[src/rtl/cnn_ctrl_pkg.sv]
// Shared definitions for the CNN streaming controllers: controller state
// encoding and the width helper used by every image-geometry counter.
package cnn_ctrl_pkg;

    typedef enum logic [1:0] {
        S_IDLE  = 2'd0,
        S_RUN   = 2'd1,
        S_DRAIN = 2'd2,
        S_DONE  = 2'd3
    } ctrl_state_t;

    // Bits needed to count 0..n-1; never narrower than one bit.
    function automatic int cnt_width(input int n);
        return (n <= 2) ? 1 : $clog2(n);
    endfunction

endpackage

[src/rtl/raster_pos_counter.sv]
// Raster-order (row, col) position counter. Tracks the pixel currently being
// accepted; 'last' marks the final pixel of the frame. Reused by the pooling
// controller, so it knows nothing about windows.
module raster_pos_counter
    import cnn_ctrl_pkg::*;
#(
    parameter int IMG_WIDTH  = 28,
    parameter int IMG_HEIGHT = 28,
    localparam int COL_W     = cnt_width(IMG_WIDTH),
    localparam int ROW_W     = cnt_width(IMG_HEIGHT)
) (
    input  logic             CLK,
    input  logic             RST,
    input  logic             clr,
    input  logic             inc,
    output logic [ROW_W-1:0] row,
    output logic [COL_W-1:0] col,
    output logic             last
);

    localparam logic [COL_W-1:0] COL_MAX = COL_W'(IMG_WIDTH - 1);
    localparam logic [ROW_W-1:0] ROW_MAX = ROW_W'(IMG_HEIGHT - 1);

    logic [ROW_W-1:0] row_reg;
    logic [COL_W-1:0] col_reg;

    assign row  = row_reg;
    assign col  = col_reg;
    assign last = (row_reg == ROW_MAX) && (col_reg == COL_MAX);

    // Advance one pixel per increment; column wraps into the next row, and
    // the whole position returns to the origin after the last pixel.
    always_ff @(posedge CLK) begin
        if (RST || clr) begin
            row_reg <= '0;
            col_reg <= '0;
        end else if (inc) begin
            if (col_reg == COL_MAX) begin
                col_reg <= '0;
                row_reg <= last ? '0 : row_reg + ROW_W'(1);
            end else begin
                col_reg <= col_reg + COL_W'(1);
            end
        end
    end

endmodule

[src/rtl/conv_window_ctrl.sv]
// 3x3 sliding-window sequencer. Accepts a raster pixel stream, drives the
// window generator's shift enable, and flags the cycles in which the nine
// taps hold a complete in-image window, with backpressure from the MAC.
module conv_window_ctrl
    import cnn_ctrl_pkg::*;
#(
    parameter int IMG_WIDTH  = 28,
    parameter int IMG_HEIGHT = 28,
    parameter int COL_W      = cnt_width(IMG_WIDTH),
    parameter int ROW_W      = cnt_width(IMG_HEIGHT)
) (
    input  logic             CLK,
    input  logic             RST,
    input  logic             start,
    input  logic             pix_valid,
    output logic             pix_ready,
    output logic             shift_en,
    output logic             win_valid,
    input  logic             win_ready,
    output logic [ROW_W-1:0] win_row,
    output logic [COL_W-1:0] win_col,
    output logic             busy,
    output logic             frame_done
);

    ctrl_state_t      state_reg;
    logic             busy_reg;
    logic             frame_done_reg;
    logic             win_valid_reg;
    logic [ROW_W-1:0] win_row_reg;
    logic [COL_W-1:0] win_col_reg;

    logic [ROW_W-1:0] pos_row;
    logic [COL_W-1:0] pos_col;
    logic             pos_last;

    logic accept;
    logic consume;
    logic qualify;
    logic frame_start;

    // A pending window blocks new pixels unless it is being consumed now, so
    // the taps never move under a stalled window.
    assign pix_ready   = (state_reg == S_RUN) && (!win_valid_reg || win_ready);
    assign accept      = pix_valid && pix_ready;
    assign consume     = win_valid_reg && win_ready;
    assign frame_start = (state_reg == S_IDLE) && start;
    // Pixel (r,c) completes a window only once two full rows and two columns
    // precede it; this also masks row-wrap and stale line-buffer contents.
    assign qualify     = accept && (pos_row >= ROW_W'(2)) && (pos_col >= COL_W'(2));

    assign shift_en   = accept;
    assign win_valid  = win_valid_reg;
    assign win_row    = win_row_reg;
    assign win_col    = win_col_reg;
    assign busy       = busy_reg;
    assign frame_done = frame_done_reg;

    raster_pos_counter #(
        .IMG_WIDTH  (IMG_WIDTH),
        .IMG_HEIGHT (IMG_HEIGHT)
    ) u_pos (
        .CLK  (CLK),
        .RST  (RST),
        .clr  (frame_start),
        .inc  (accept),
        .row  (pos_row),
        .col  (pos_col),
        .last (pos_last)
    );

    // Frame sequencing with registered busy / frame_done flags.
    always_ff @(posedge CLK) begin
        if (RST) begin
            state_reg      <= S_IDLE;
            busy_reg       <= 1'b0;
            frame_done_reg <= 1'b0;
        end else begin
            case (state_reg)
                S_IDLE: begin
                    frame_done_reg <= 1'b0;
                    if (start) begin
                        state_reg <= S_RUN;
                        busy_reg  <= 1'b1;
                    end
                end
                S_RUN: begin
                    if (accept && pos_last) begin
                        state_reg <= S_DRAIN;
                    end
                end
                S_DRAIN: begin
                    if (consume) begin
                        state_reg      <= S_DONE;
                        frame_done_reg <= 1'b1;
                    end
                end
                S_DONE: begin
                    state_reg      <= S_IDLE;
                    busy_reg       <= 1'b0;
                    frame_done_reg <= 1'b0;
                end
                default: begin
                    state_reg      <= S_IDLE;
                    busy_reg       <= 1'b0;
                    frame_done_reg <= 1'b0;
                end
            endcase
        end
    end

    // Window flag and output-map coordinates, aligned with the generator's
    // taps: set the cycle after the qualifying pixel is shifted in.
    always_ff @(posedge CLK) begin
        if (RST) begin
            win_valid_reg <= 1'b0;
            win_row_reg   <= '0;
            win_col_reg   <= '0;
        end else if (qualify) begin
            win_valid_reg <= 1'b1;
            win_row_reg   <= pos_row - ROW_W'(2);
            win_col_reg   <= pos_col - COL_W'(2);
        end else if (consume) begin
            win_valid_reg <= 1'b0;
        end
    end

endmodule

[config.mk]
export PLATFORM = sky130hd
export DESIGN_NAME = conv_window_ctrl
export DESIGN_NICKNAME = d
export VERILOG_FILES = /design/src/rtl/cnn_ctrl_pkg.sv /design/src/rtl/raster_pos_counter.sv /design/src/rtl/conv_window_ctrl.sv
export SDC_FILE = /design/constraint.sdc
export NUM_CORES = 1
export LEC_CHECK = 0
export ABC_CLOCK_PERIOD_IN_PS = 2150
export BUFFER_PORTS_ARGS = -buffer_cell sky130_fd_sc_hd__buf_2
export CAP_MARGIN = 20
export CELL_PAD_IN_SITES_DETAIL_PLACEMENT = 1
export CELL_PAD_IN_SITES_GLOBAL_PLACEMENT = 2
export CORE_ASPECT_RATIO = 1.4
export CORE_MARGIN = 2
export CORE_UTILIZATION = 34
export DETAILED_ROUTE_END_ITERATION = 7
export GPL_TIMING_DRIVEN = 0
export PLACE_DENSITY_LB_ADDON = 0.08
export SYNTH_ARGS = -nofsm -noshare
export SYNTH_HDL_FRONTEND = slang
export SYNTH_SLANG_ARGS = --single-unit
[constraint.sdc]
create_clock -name CLK -period 2.15 [get_ports CLK]
set_input_delay 0.43 -clock CLK [delete_from_list [all_inputs] [get_ports CLK]]
set_output_delay 0.43 -clock CLK [all_outputs]
set_load 0.01 [all_outputs]
== Word level (Yosys, flattened, before mapping) ==
Index checks and enable logic that the tools add are counted.

* Word-level logic and storage cells: 54
* Flip-flop bits (word level): 25

* Multiplexer cells: 12
* $add $sub $neg: 4
* Reduce and logical (&&, ||, !) cells: 20
* $lt $le $gt $ge: 2
* Equality and inequality tests: 8

{| class="wikitable"
|+ Operators by type and width
! cell !! number
|-
| 5-bit by 1-bit adder with 5-bit output (second input constant) || 2
|-
| 5-bit == test (second input constant) || 2
|-
| 5-bit by 2-bit greater-or-equal comparator with 1-bit output (second input constant) || 2
|-
| 5-bit 2-to-1 mux || 2
|-
| 5-bit by 2-bit subtractor with 5-bit output (second input constant) || 2
|-
| 1-bit logical AND || 8
|-
| 2-bit one-hot mux with 4 select lines || 1
|-
| 2-bit 2-to-1 mux || 3
|-
| 2-bit AND reduction || 3
|-
| 2-bit nonzero test || 3
|-
| 2-bit == test (second input constant) || 2
|-
| 1-bit 2-to-1 mux || 4
|-
| 2-bit != test (second input constant) || 2
|-
| 1-bit one-hot mux with 2 select lines || 2
|-
| 3-bit AND reduction || 1
|-
| 2-bit by 1-bit == test with 1-bit output (second input constant) || 1
|-
| 2-bit zero test || 1
|-
| 1-bit logical OR || 2
|-
| 2-bit by 1-bit != test with 1-bit output (second input constant) || 1
|-
| 2-bit OR reduction || 1
|-
| 1-bit zero test || 1
|}

== Logic depth before layout (Yosys ltp) ==
Gate-level depths: netlist (run 1).

* Depth in word-level cells: 7
* Mapped depth: 8

== Modules after synthesis ==
From an unflattened synthesis (run 1), not the netlist that was laid out.

* Cell total of the unflattened synthesis: 151
* Area total of the unflattened synthesis: 1461.4 sq um

{| class="wikitable"
|+ By module, submodules not included
! module !! area an instance (sq um) !! cells an instance !! times used
|-
| conv_window_ctrl || 934.6 || 91 || 1
|-
| raster_pos_counter || 526.8 || 60 || 1
|}

== Worst setup path before layout (run 1) ==
OpenSTA, ideal clock, no wires.

* Path kind: flip-flop to output port
* Start: reg state_reg[1]
* End: out shift_en
* Cell stages (with the launch flop): 7
* Data required time: 1.720 ns
* Buffers on the path: 1
* Data arrival time: 1.354 ns
* Slack: 0.366 ns
* Path through: dfxtp_1 > inv_1 > ha_1 > and2_2 > nand2_2 > clkinv_1 > buf_4

* Longest elaborated chain between the ends: 3

{| class="wikitable"
|+ RTL lines
! item !! line !! text
|-
| start: declaration || conv_window_ctrl.sv:26 || <nowiki>ctrl_state_t state_reg;</nowiki>
|-
| start signal: assignment || conv_window_ctrl.sv:75 || <nowiki>state_reg <= S_IDLE;</nowiki>
|-
| start signal: assignment || conv_window_ctrl.sv:83 || <nowiki>state_reg <= S_RUN;</nowiki>
|-
| start signal: assignment || conv_window_ctrl.sv:89 || <nowiki>state_reg <= S_DRAIN;</nowiki>
|-
| 2-bit by 1-bit == test with 1-bit output || conv_window_ctrl.sv:44 || <nowiki>assign pix_ready = (state_reg == S_RUN) && (!win_valid_reg || win_ready);</nowiki>
|-
| 1-bit logical AND || conv_window_ctrl.sv:44 ||
|-
| 1-bit logical AND || conv_window_ctrl.sv:45 || <nowiki>assign accept = pix_valid && pix_ready;</nowiki>
|-
| end: declaration || conv_window_ctrl.sv:17 || <nowiki>output logic shift_en,</nowiki>
|}

No other way between the ends.

== Worst setup path in the final report (run 1) ==
Ends and elaborated chain as after synthesis.

==> results of run 1 <==
[synthesized netlist by cell type]
| master | count |
|---|---|
| o211ai_1 | 1 |
| or4_1 | 1 |
| buf_2 | 1 |
| xnor2_1 | 4 |
| a311oi_1 | 1 |
| and3b_1 | 1 |
| a311o_1 | 2 |
| buf_4 | 2 |
| nand3_1 | 6 |
| ha_1 | 12 |
| dfxtp_1 | 25 |
| nor3_1 | 3 |
| and4b_1 | 1 |
| buf_1 | 1 |
| and2b_1 | 1 |
| and2_1 | 2 |
| clkbuf_1 | 2 |
| clkinv_1 | 1 |
| a31oi_1 | 6 |
| a211o_1 | 1 |
| xor2_1 | 1 |
| a21boi_0 | 1 |
| a211oi_1 | 6 |
| nand4b_1 | 3 |
| nand2b_1 | 4 |
| or3_1 | 4 |
| nor3b_1 | 1 |
| nand2_2 | 1 |
| nor3_2 | 1 |
| and3_1 | 1 |
| o21ai_0 | 4 |
| buf_6 | 1 |
| nor2b_1 | 2 |
| a21o_1 | 1 |
| nor3_4 | 1 |
| and2_2 | 1 |
| inv_1 | 10 |
| mux2i_1 | 3 |
| nand2_1 | 8 |
| a21oi_1 | 14 |
| o31ai_1 | 5 |
| nand4_1 | 8 |
| nor2_1 | 11 |
[layout make-up]
type	instances	area (um2)	share of cell area, %
multi-input cells	123	868	51.7
flip-flops and latches	25	503	29.9
repair buffers	22	118	7.00
well taps	43	53.8	3.20
inverters	11	46.3	2.76
plain buffers	7	42.5	2.53
clock buffers	3	41.3	2.46
clock inverters	1	7.51	0.447
[final timing paths]
check | startpoint | end | slack [ns] | depth (start not counted)
max reg2reg | u_pos.row[0] | win_col[4] | 0.31 | 7
max | state_reg[1] | shift_en | 0.12 | 7
min | win_ready | frame_done | 0.44 | 3
min reg2reg | win_row[1] | win_row[1] | 0.48 | 2
[power by group]
| part | internal (W) | switching [W] |
|---|---|---|
| combinational | 0.000195 | 0.000281 |
| sequential | 0.000495 | 0.0000343 |
| clock | 0.000132 | 0.000161 |
[repair_timing]
item                       4_1_cts  5_1_grt
setup endpoints to repair        1        1
resized for setup                5        3
buffers inserted                 1        2
[kinds of logic (layout without fill, tap and decap cells)]
kind of cell | count (synthesis) | count (layout) | synth area share (%)
and+or+nand+nor | 61 | 61 | 24.8
AOI/OAI and AO/OA | 42 | 42 | 18.8
DFF | 25 | 25 | 34.9
buffers and inverters | 18 | 44 | 5.85
adders and majority gates | 12 | 12 | 10.5
xor gates and xnor gates | 5 | 5 | 3.05
muxes | 3 | 3 | 2.09
[worst max-delay path: stages, from the launching register on]
cell	delay, ns
dfxtp_2	0.36
inv_1	0.09
ha_4	0.19
and2_4	0.18
nand2_4	0.08
clkinv_4	0.09
buf_4	0.18
buf_2	0.15
[through the flow]
| step | hold WS (ns) | worst slack (ns) | cell area (um2) | std cells |
|---|---|---|---|---|
| floorplan | 0.493 | 0.366 | 1430 | 166 |
| global placement | 0.457 | -0.0342 | 1580 | 228 |
| detailed placement | 0.469 | -0.0866 | 1580 | 228 |
| CTS | 0.429 | 0.0229 | 1650 | 233 |
| global route | 0.447 | 0.0121 | 1680 | 235 |
| finish | 0.437 | 0.122 | 1680 | 235 |
[layer usage]
layer  GRT usage [%]  part of all wire, %
met5               0                    0
met4            4.09                 0.97
met3            1.91                  2.8
met2            30.8                   52
met1            20.4                   44
==> metrics.yaml, run 1 <==
ir_drop_mv: 0.210
finClkSkew_ns: 0.0109
die-width_um: 58.9
port_buffers: 19
num-fill-cells: 507
core-area_um2: 3990
criticalPathCategory: "flip-flop to primary output"
p_total_w: 0.00130
clkTransAtPathRegs_ns: 0.10
layout.cells.most_common_list: "dfxtp_1 (23), buf_2 (20), a21oi_1 (14), nor2_1 (11), ha_1 (11)"
dr.pass1.iters: 6
min_period_ns: 2.03
ys_warn_count: 0
final_max_slew_viol_count: 0
antenna_found_initial: 0
wl_mm: 3.72
root_buffer: "clkbuf_8"
die_area_um2: 4760
die_h_um: 80.8
path_max_fanout: 10
place.gp.congestion: 0.759
rsz0062_at_grt: "no"
avgSynthCellArea_um2: 8.64
clockBufferDepth: 2
max_freq_mhz: 493
ant_nets: 0
tightest_slew_ns: 0.463
cts_sinks: 25
cts_tree: "built"
n_antenna_cell: 0
ys_seq_elements: 25
drv_cap: 0
hold_class: "input pin to flip-flop"
synth_top_area_share_pct: 34.9
drc: 2
yosysUniqueCellTypes: 43
run_status: "finished, violations left"
synth_nets: 183
dpl.hpwl_mm: 2.94
p_per_area_nw_per_um2: 773
drt-wirelength-per-cell_um: 15.8
setup-tns-final_ns: 0
grt_max_degree: 16
insertion_delay_ns: 0.28
h-tree-depth: 1
grt_pass1_vias: 1251
layout_commonest_cell: "dfxtp_1"
end_kind: "primary output"
syn_inst: 166
leakage_nw: 0.662
drt_iter0_drc: 43
violations: "design-rule violations"
slew-limit-headroom_pct: 69.2
cts_buffers: 3
drive_above_1_share_pct: 19.8
synth_top_cell_by_area: "dfxtp_1"
synth_area_um2: 1430
area_growth_pct: 17.2
grt_usage_pct: 16.8
start_kind: "flip-flop"
dr_total_vias: 1306
cts_hold_repair.buffers: 0
row_count: 27
finalCritPeriodShare_pct: 94.3
nNetsFinal: 210
finalSetupViolations: 0
cp.arrival_ns: 1.60
initial_core_util_pct: 36.0
critPathRequiredTime_ns: 1.72
post-route-util_pct: 42.2
pin_count: 20
finalHoldViolCount: 0
grt_pass1_wl_mm: 6.24
synth_area_leaders: "dfxtp_1 (35%), ha_1 (10%), a21oi_1 (4.9%)"
grt_overflow: 0
synth-seq-area-share_pct: 34.9
via_per_inst: 5.56
Power figures use the tool's default switching activity.
==> inputs of run 2 (changes only) <==
--- a/config.mk
+++ b/config.mk
@@ -5,17 +5,19 @@
 export SDC_FILE = /design/constraint.sdc
 export NUM_CORES = 1
 export LEC_CHECK = 0
-export ABC_CLOCK_PERIOD_IN_PS = 2150
+export ABC_AREA = 1
+export ABC_CLOCK_PERIOD_IN_PS = 1900
 export BUFFER_PORTS_ARGS = -buffer_cell sky130_fd_sc_hd__buf_2
 export CAP_MARGIN = 20
 export CELL_PAD_IN_SITES_DETAIL_PLACEMENT = 1
 export CELL_PAD_IN_SITES_GLOBAL_PLACEMENT = 2
 export CORE_ASPECT_RATIO = 1.4
 export CORE_MARGIN = 2
-export CORE_UTILIZATION = 34
+export CORE_UTILIZATION = 31
 export DETAILED_ROUTE_END_ITERATION = 7
 export GPL_TIMING_DRIVEN = 0
 export PLACE_DENSITY_LB_ADDON = 0.08
 export SYNTH_ARGS = -nofsm -noshare
 export SYNTH_HDL_FRONTEND = slang
+export SYNTH_HIERARCHICAL = 1
 export SYNTH_SLANG_ARGS = --single-unit
==> constraint.sdc (replaced) <==
create_clock -name CLK -period 1.9 [get_ports CLK]
set_input_delay 0.38 -clock CLK [delete_from_list [all_inputs] [get_ports CLK]]
set_output_delay 0.38 -clock CLK [all_outputs]
set_load 0.01 [all_outputs]
==> metrics.yaml, run 2 <==
cp.depth: 10  # +3
path_max_fanout: 6  # -4
critPathRequiredTime_ns: 2.06  # +0.34 ns
synth_area_leaders: "dfxtp_1 (34%), nand2_1 (16%), nor2_1 (10%)"
critical-path-top-delay-family: "simple AND/OR/NAND/NOR gates"
rsz0062_at_grt: "no"
synth_nets: 234  # +28%
insertion_delay_ns: 0.26  # -0.02 ns
finClkSkew_ns: 0.00707  # -0.00382 ns
nNetsFinal: 258  # +23%
placed_cells: 301  # +32%
grt_overflow: 0  # unchanged
grt_max_degree: 14  # -2
dr_total_vias: 1348  # +3.2%
final_cells: 305  # +30%
finalSetupViolations: 0  # unchanged
rrSetupSlack_ns: 0.20  # -0.11 ns
synth_top_area_share_pct: 34.0  # -0.95 points
critical_path.cell_chain: "ha_1 -> nand2_2 -> inv_2 -> nand2_1 -> nor2_1 -> nand4_1 -> nand2_1 -> nand3_1 -> nand2_1 -> nor2_1"
layout_commonest_cell: "nand2_1"
final_max_slew_viol_count: 0  # unchanged
multiInputGateArea_um2: 798  # -8.1%
via_per_inst: 4.42  # -20%
drc: 0  # -2
p_clk_share_pct: 25.7  # +3.2 points
synth_top_cell_by_area: "dfxtp_1"
rr_startpoint: "u_pos/col[0]"
port_buffers: 19  # unchanged
setup-tns-final_ns: 0  # unchanged
yosys.area_share.xor_xnor_pct: 2.97  # -0.083 points
slowest_delay_ns: 0.46  # +0.10 ns
end_kind: "flip-flop"
p_comb_share_pct: 27.0  # -9.7 points
drv_cap: 0  # unchanged
pin_count: 20  # unchanged
power.switching_w: 0.000410  # -14%
swShare_pct: 33.3  # -3.4 points
worstSetupEndpoint: "state_reg[0]"
critPathLaunch: "u_pos/col[0]"
cts_sinks: 25  # unchanged
max_freq_mhz: 588
die_h_um: 85.6  # +5.9%
post_cts_buffers: 0  # -1
hold_class: "input pin to flip-flop"
cp.arrival_ns: 1.86  # +0.26 ns
place.gp.congestion: 0.702  # -7.4%
synthAdderAreaFrac_pct: 7.64  # -2.8 points
leakage_nw: 0.856  # +29%
root_buffer: "clkbuf_8"
synth_top_family_by_area: "simple AND/OR/NAND/NOR gates"
p_seq_share_pct: 47.2  # +6.5 points
synth_most_common_cell: "nand2_1"
syn_inst: 220  # +33%
num-fill-cells: 646  # +27%
dpl.hpwl_mm: 2.84  # -3.3%
start_kind: "flip-flop"
synthTopCellsByCount: "nand2_1 (64), nor2_1 (40), inv_1 (35)"
worst-path-buf-inv: 1  # -3
crit_top_cell: "nand2_1"
synth_area_um2: 1470  # +2.8%
drive_above_1_share_pct: 16.9  # -2.9 points
area_growth_pct: 14.9
avgSynthCellArea_um2: 6.70  # -22%
drt_iter0_drc: 40  # -7.0%
antenna_found_initial: 0  # unchanged
ys_warn_count: 6  # +6
synth-seq-area-share_pct: 34.0  # -0.95 points
run_status: "finished, final reports clean"
cts_tree: "built"
cts_buffers: 3  # unchanged
ys.flop_type: "dfxtp_1"
grt_pass1_vias: 1365  # +9.1%
criticalPathCategory: "flip-flop to flip-flop"
layout.cells.most_common_list: "nand2_1 (64), nor2_1 (40), inv_1 (35), dfxtp_1 (24), buf_2 (21)"
rr_endpoint: "state_reg[0]"
slowest_stage: "dfxtp_1"
row_count: 29  # +7.4%
synth-edff-count: 0  # unchanged
ys_seq_elements: 25  # unchanged
r2r_cells: 10  # +3
h-tree-depth: 1  # unchanged
p_per_area_nw_per_um2: 726  # -6.0%
slew-limit-headroom_pct: 79.9  # +11 points
die-width_um: 62.3  # +5.8%
internal_power_w: 0.000820  # -0.23%
grt_usage_pct: 13.8  # -3.0 points
clkTransAtPathRegs_ns: 0.09  # about the same
die_area_um2: 5330  # +12%
initial_core_util_pct: 32.2  # -3.7 points
async_reset_ff_share_pct: 0  # unchanged
dr.pass1.iters: 4  # -2
synth_compound_area_share_pct: 3.99  # -15 points
yosysUniqueCellTypes: 23  # -47%
yosys.area_share.simple_pct: 39.6  # +15 points
wl_mm: 3.46  # -6.9%
core-area_um2: 4570  # +15%
seq_area_um2: 502  # -0.25%
drt-wirelength-per-cell_um: 11.3  # -28%
ant_nets: 0  # unchanged
hold_depth: 2  # -1
clockBufferDepth: 2  # unchanged
grt_pass1_wl_mm: 5.99  # -4.0%
finalHoldViolCount: 0  # unchanged
min_period_ns: 1.70
finalCritPeriodShare_pct: 89.4
tightest_slew_ns: 0.302  # -0.161 ns
ir_drop_mv: 0.323  # +54%
synthMuxAreaShare_pct: 0  # -2.1 points
n_antenna_cell: 0  # unchanged
run 2: cell type report:
type                    count  share of cell area [%]
multi-input cells         153                    47.2
flip-flops and latches     25                    29.6
inverters                  38                    8.43
repair buffers             19                    5.62
well taps                  62                    4.58
clock buffers               4                    2.66
plain buffers               4                    1.92
run 2: worst min path at each step:
stage / end / slack [ns] / startpoint
3_3_place_gp: frame_done / 0.46 / frame_done
2_1_floorplan: win_valid / 0.45 / RST
6_report: win_valid / 0.34 / RST
5_1_grt: win_valid / 0.36 / RST
4_1_cts: win_valid / 0.34 / RST
3_5_place_dp: frame_done / 0.47 / frame_done
run 2: cells by family (layout without fill, tap and decap cells):
group | count (synthesis) | after routing
DFF | 25 | 25
adders and majority gates | 9 | 9
xor gates and xnor gates | 5 | 5
and+or+nand+nor | 129 | 129
buffers and inverters | 42 | 65
AOI/OAI and AO/OA | 10 | 10
run 2: per-stage QoR:
stage	hold slack, ns	setup WS (ns)	cell area (um2)	total power [W]	util (%)
floorplan	0.449	0.451	1470	0.000830	-
global placement	0.461	0.208	1650	0.000932	36.0
detailed placement	0.471	0.190	1650	0.000937	36.0
CTS	0.339	0.165	1690	0.00126	37.0
global route	0.362	0.00857	1690	0.00133	37.0
finish	0.341	0.201	1690	0.00123	37.0
run 2: power by group through the flow:
stage	registers, W	logic (W)	clock network (W)
finish	0.000581	0.000332	0.000317
CTS	0.000581	0.000345	0.000336
detailed placement	0.000594	0.000343	0
global placement	0.000593	0.000338	0
global route	0.000585	0.000387	0.000359
floorplan	0.000587	0.000243	0
run 2: per-layer routing:
metal | global-route usage [%] | up-vias | routed length (um)
li1 | - | 707 | -
met5 | 0 | - | 0
met4 | 2.42 | 0 | 23
met2 | 28.9 | 14 | 1890
met1 | 14.8 | 625 | 1480
met3 | 1.31 | 2 | 70
run 2: repair_timing:
item / in CTS / in global routing
gates resized for setup: 0 / 1
endpoints found under the setup margin: 0 / 2
hold buffers: 0 / 0
==> inputs of run 3 (changes only) <==
--- a/config.mk
+++ b/config.mk
@@ -17,6 +17,7 @@
 export DETAILED_ROUTE_END_ITERATION = 7
 export GPL_TIMING_DRIVEN = 0
 export PLACE_DENSITY_LB_ADDON = 0.08
+export REMOVE_ABC_BUFFERS = 1
 export SYNTH_ARGS = -nofsm -noshare
 export SYNTH_HDL_FRONTEND = slang
 export SYNTH_HIERARCHICAL = 1
==> metrics.yaml, run 3 (synthesis gave the netlist of run 2 again) <==
run_status: "finished, final reports clean"
cp.arrival_ns: 1.37  # -0.49 ns
cts_hold_repair.buffers: 0  # unchanged
leakage_nw: 0.851  # -0.57%
setup-tns-final_ns: 0  # unchanged
slew-limit-headroom_pct: 71.6  # -8.2 points
drc: 0  # unchanged
dr.pass1.iters: 4  # unchanged
cts_sinks: 25  # unchanged
ir_drop_mv: 0.353  # +9.3%
drive_above_1_share_pct: 16.6  # -0.27 points
root_buffer: "clkbuf_8"
path_max_fanout: 5  # -1
num-fill-cells: 627  # -2.9%
h-tree-depth: 1  # unchanged
final_max_slew_viol_count: 0  # unchanged
wl_mm: 3.53  # +2.0%
dr_total_vias: 1372  # +1.8%
critical_path.cell_chain: "inv_1 -> ha_1 -> nand2_2 -> nor2_4 -> buf_2"
drv_cap: 0  # unchanged
place.gp.congestion: 0.769  # +9.5%
rsz0062_at_grt: "no"
initial_core_util_pct: 32.2  # unchanged
layout.cells.most_common_list: "nand2_1 (64), nor2_1 (40), inv_1 (35), dfxtp_1 (24), buf_2 (19)"
cts_tree: "built"
criticalPathCategory: "flip-flop to primary output"
antenna_found_initial: 0  # unchanged
final_area_um2: 1680  # -0.52%
core-area_um2: 4570  # unchanged
max_freq_mhz: 572  # -2.8%
port_buffers: 19  # unchanged
p_per_area_nw_per_um2: 741  # +1.9%
drt_iter0_drc: 15  # -63%
ant_nets: 0  # unchanged
slowest_stage: "dfxtp_1"
finalCritPeriodShare_pct: 92.0  # +2.6 points
pin_count: 20  # unchanged
via_per_inst: 4.53  # +2.5%
min_period_ns: 1.75  # +0.0491 ns
area_growth_pct: 14.3
hold_class: "input pin to flip-flop"
start_kind: "flip-flop"
die_h_um: 85.6  # unchanged
die_area_um2: 5330  # unchanged
finalHoldViolCount: 0  # unchanged
end_kind: "primary output"
grt_overflow: 0  # unchanged
insertion_delay_ns: 0.27  # about the same
clockBufferDepth: 2  # unchanged
grt_pass1_vias: 1417  # +3.8%
grt_pass1_wl_mm: 6.38  # +6.6%
tightest_slew_ns: 0.425  # +0.123 ns
slowest_delay_ns: 0.35  # -0.11 ns
finalSetupViolations: 0  # unchanged
drt-wirelength-per-cell_um: 11.6  # +2.7%
nNetsFinal: 256  # -0.78%
clkTransAtPathRegs_ns: 0.09  # about the same
cts_buffers: 3  # unchanged
dpl.hpwl_mm: 2.84  # unchanged
layout_commonest_cell: "nand2_1"
grt_max_degree: 22  # +8
row_count: 29  # unchanged
die-width_um: 62.3  # unchanged
postPlaceCellArea_um2: 1610  # -2.0%
grt_usage_pct: 14.7  # +0.93 points
n_antenna_cell: 0  # unchanged
finClkSkew_ns: 0.00374  # -0.00333 ns
critPathRequiredTime_ns: 1.52  # -0.54 ns
run 3: cell types whose count changed in the layout (fill, tap and decap cells not counted), sizes merged:
cell / delta
buf: -2
clkbuf: -1
clkinv: +1
run 3: routing by layer:
metal  GRT usage, %  vias up  part of all wire [%]
li1               -      704                     -
met1           15.4      647                    40
met2           30.2       17                    56
met3           2.10        4                   2.7
met4           3.64        0                   1.1
met5              0        -                     0
run 3: repair_timing:
item | CTS | global route
endpoints found under the setup margin | 3 | 12
pin swaps | 1 | 1
setup buffers | 1 | 1
resized for setup | 0 | 2
run 3: report_power, final:
group	switching [W]	total [W]	internal (W)
clock network	0.000181	0.000328	0.000147
registers	0.0000279	0.000580	0.000552
logic	0.000217	0.000339	0.000122
total	0.000426	0.00125	0.000821
run 3: final cells by class:
| cell class | instances | area [um2] | share of cell area, % |
|---|---|---|---|
| clock inverter | 1 | 5.00 | 0.297 |
| clock buffer | 3 | 41.3 | 2.45 |
| inverter | 38 | 143 | 8.47 |
| timing repair buffer | 21 | 110 | 6.54 |
| tap | 62 | 77.6 | 4.61 |
| sequential | 25 | 502 | 29.8 |
| multi-input combinational | 153 | 806 | 47.8 |
run 3: final timing paths:
kind	startpoint	end	slack [ns]	cells after the start
worst max-delay path	state_reg[1]	shift_en	0.15	5
worst min-delay path	RST	win_valid	0.34	2
worst max register to register	state_reg[1]	u_pos/row[2]	0.23	10
worst min register to register	frame_done	frame_done	0.49	2
run 3: worst max-delay path: cells and delay by family (launching register included):
| family | cells | cell delay (ns) |
|---|---|---|
| DFF | 1 | 0.35 |
| buffers and inverters | 2 | 0.28 |
| and+or+nand+nor | 2 | 0.25 |
| adders and majority gates | 1 | 0.22 |
run 3: metrics by stage:
stage                     setup WS (ns)  std cells  power [W]  util, %  hold WS [ns]
after floorplan                   0.361        216   0.000820        -         0.449
after global placement           0.0997        297   0.000905     35.3         0.460
after detailed placement        0.00574        297   0.000925     35.3         0.475
after CTS                        0.0829        302    0.00127     36.5         0.324
after global routing            0.00653        303    0.00134     36.8         0.358
final                             0.152        303    0.00125     36.8         0.335
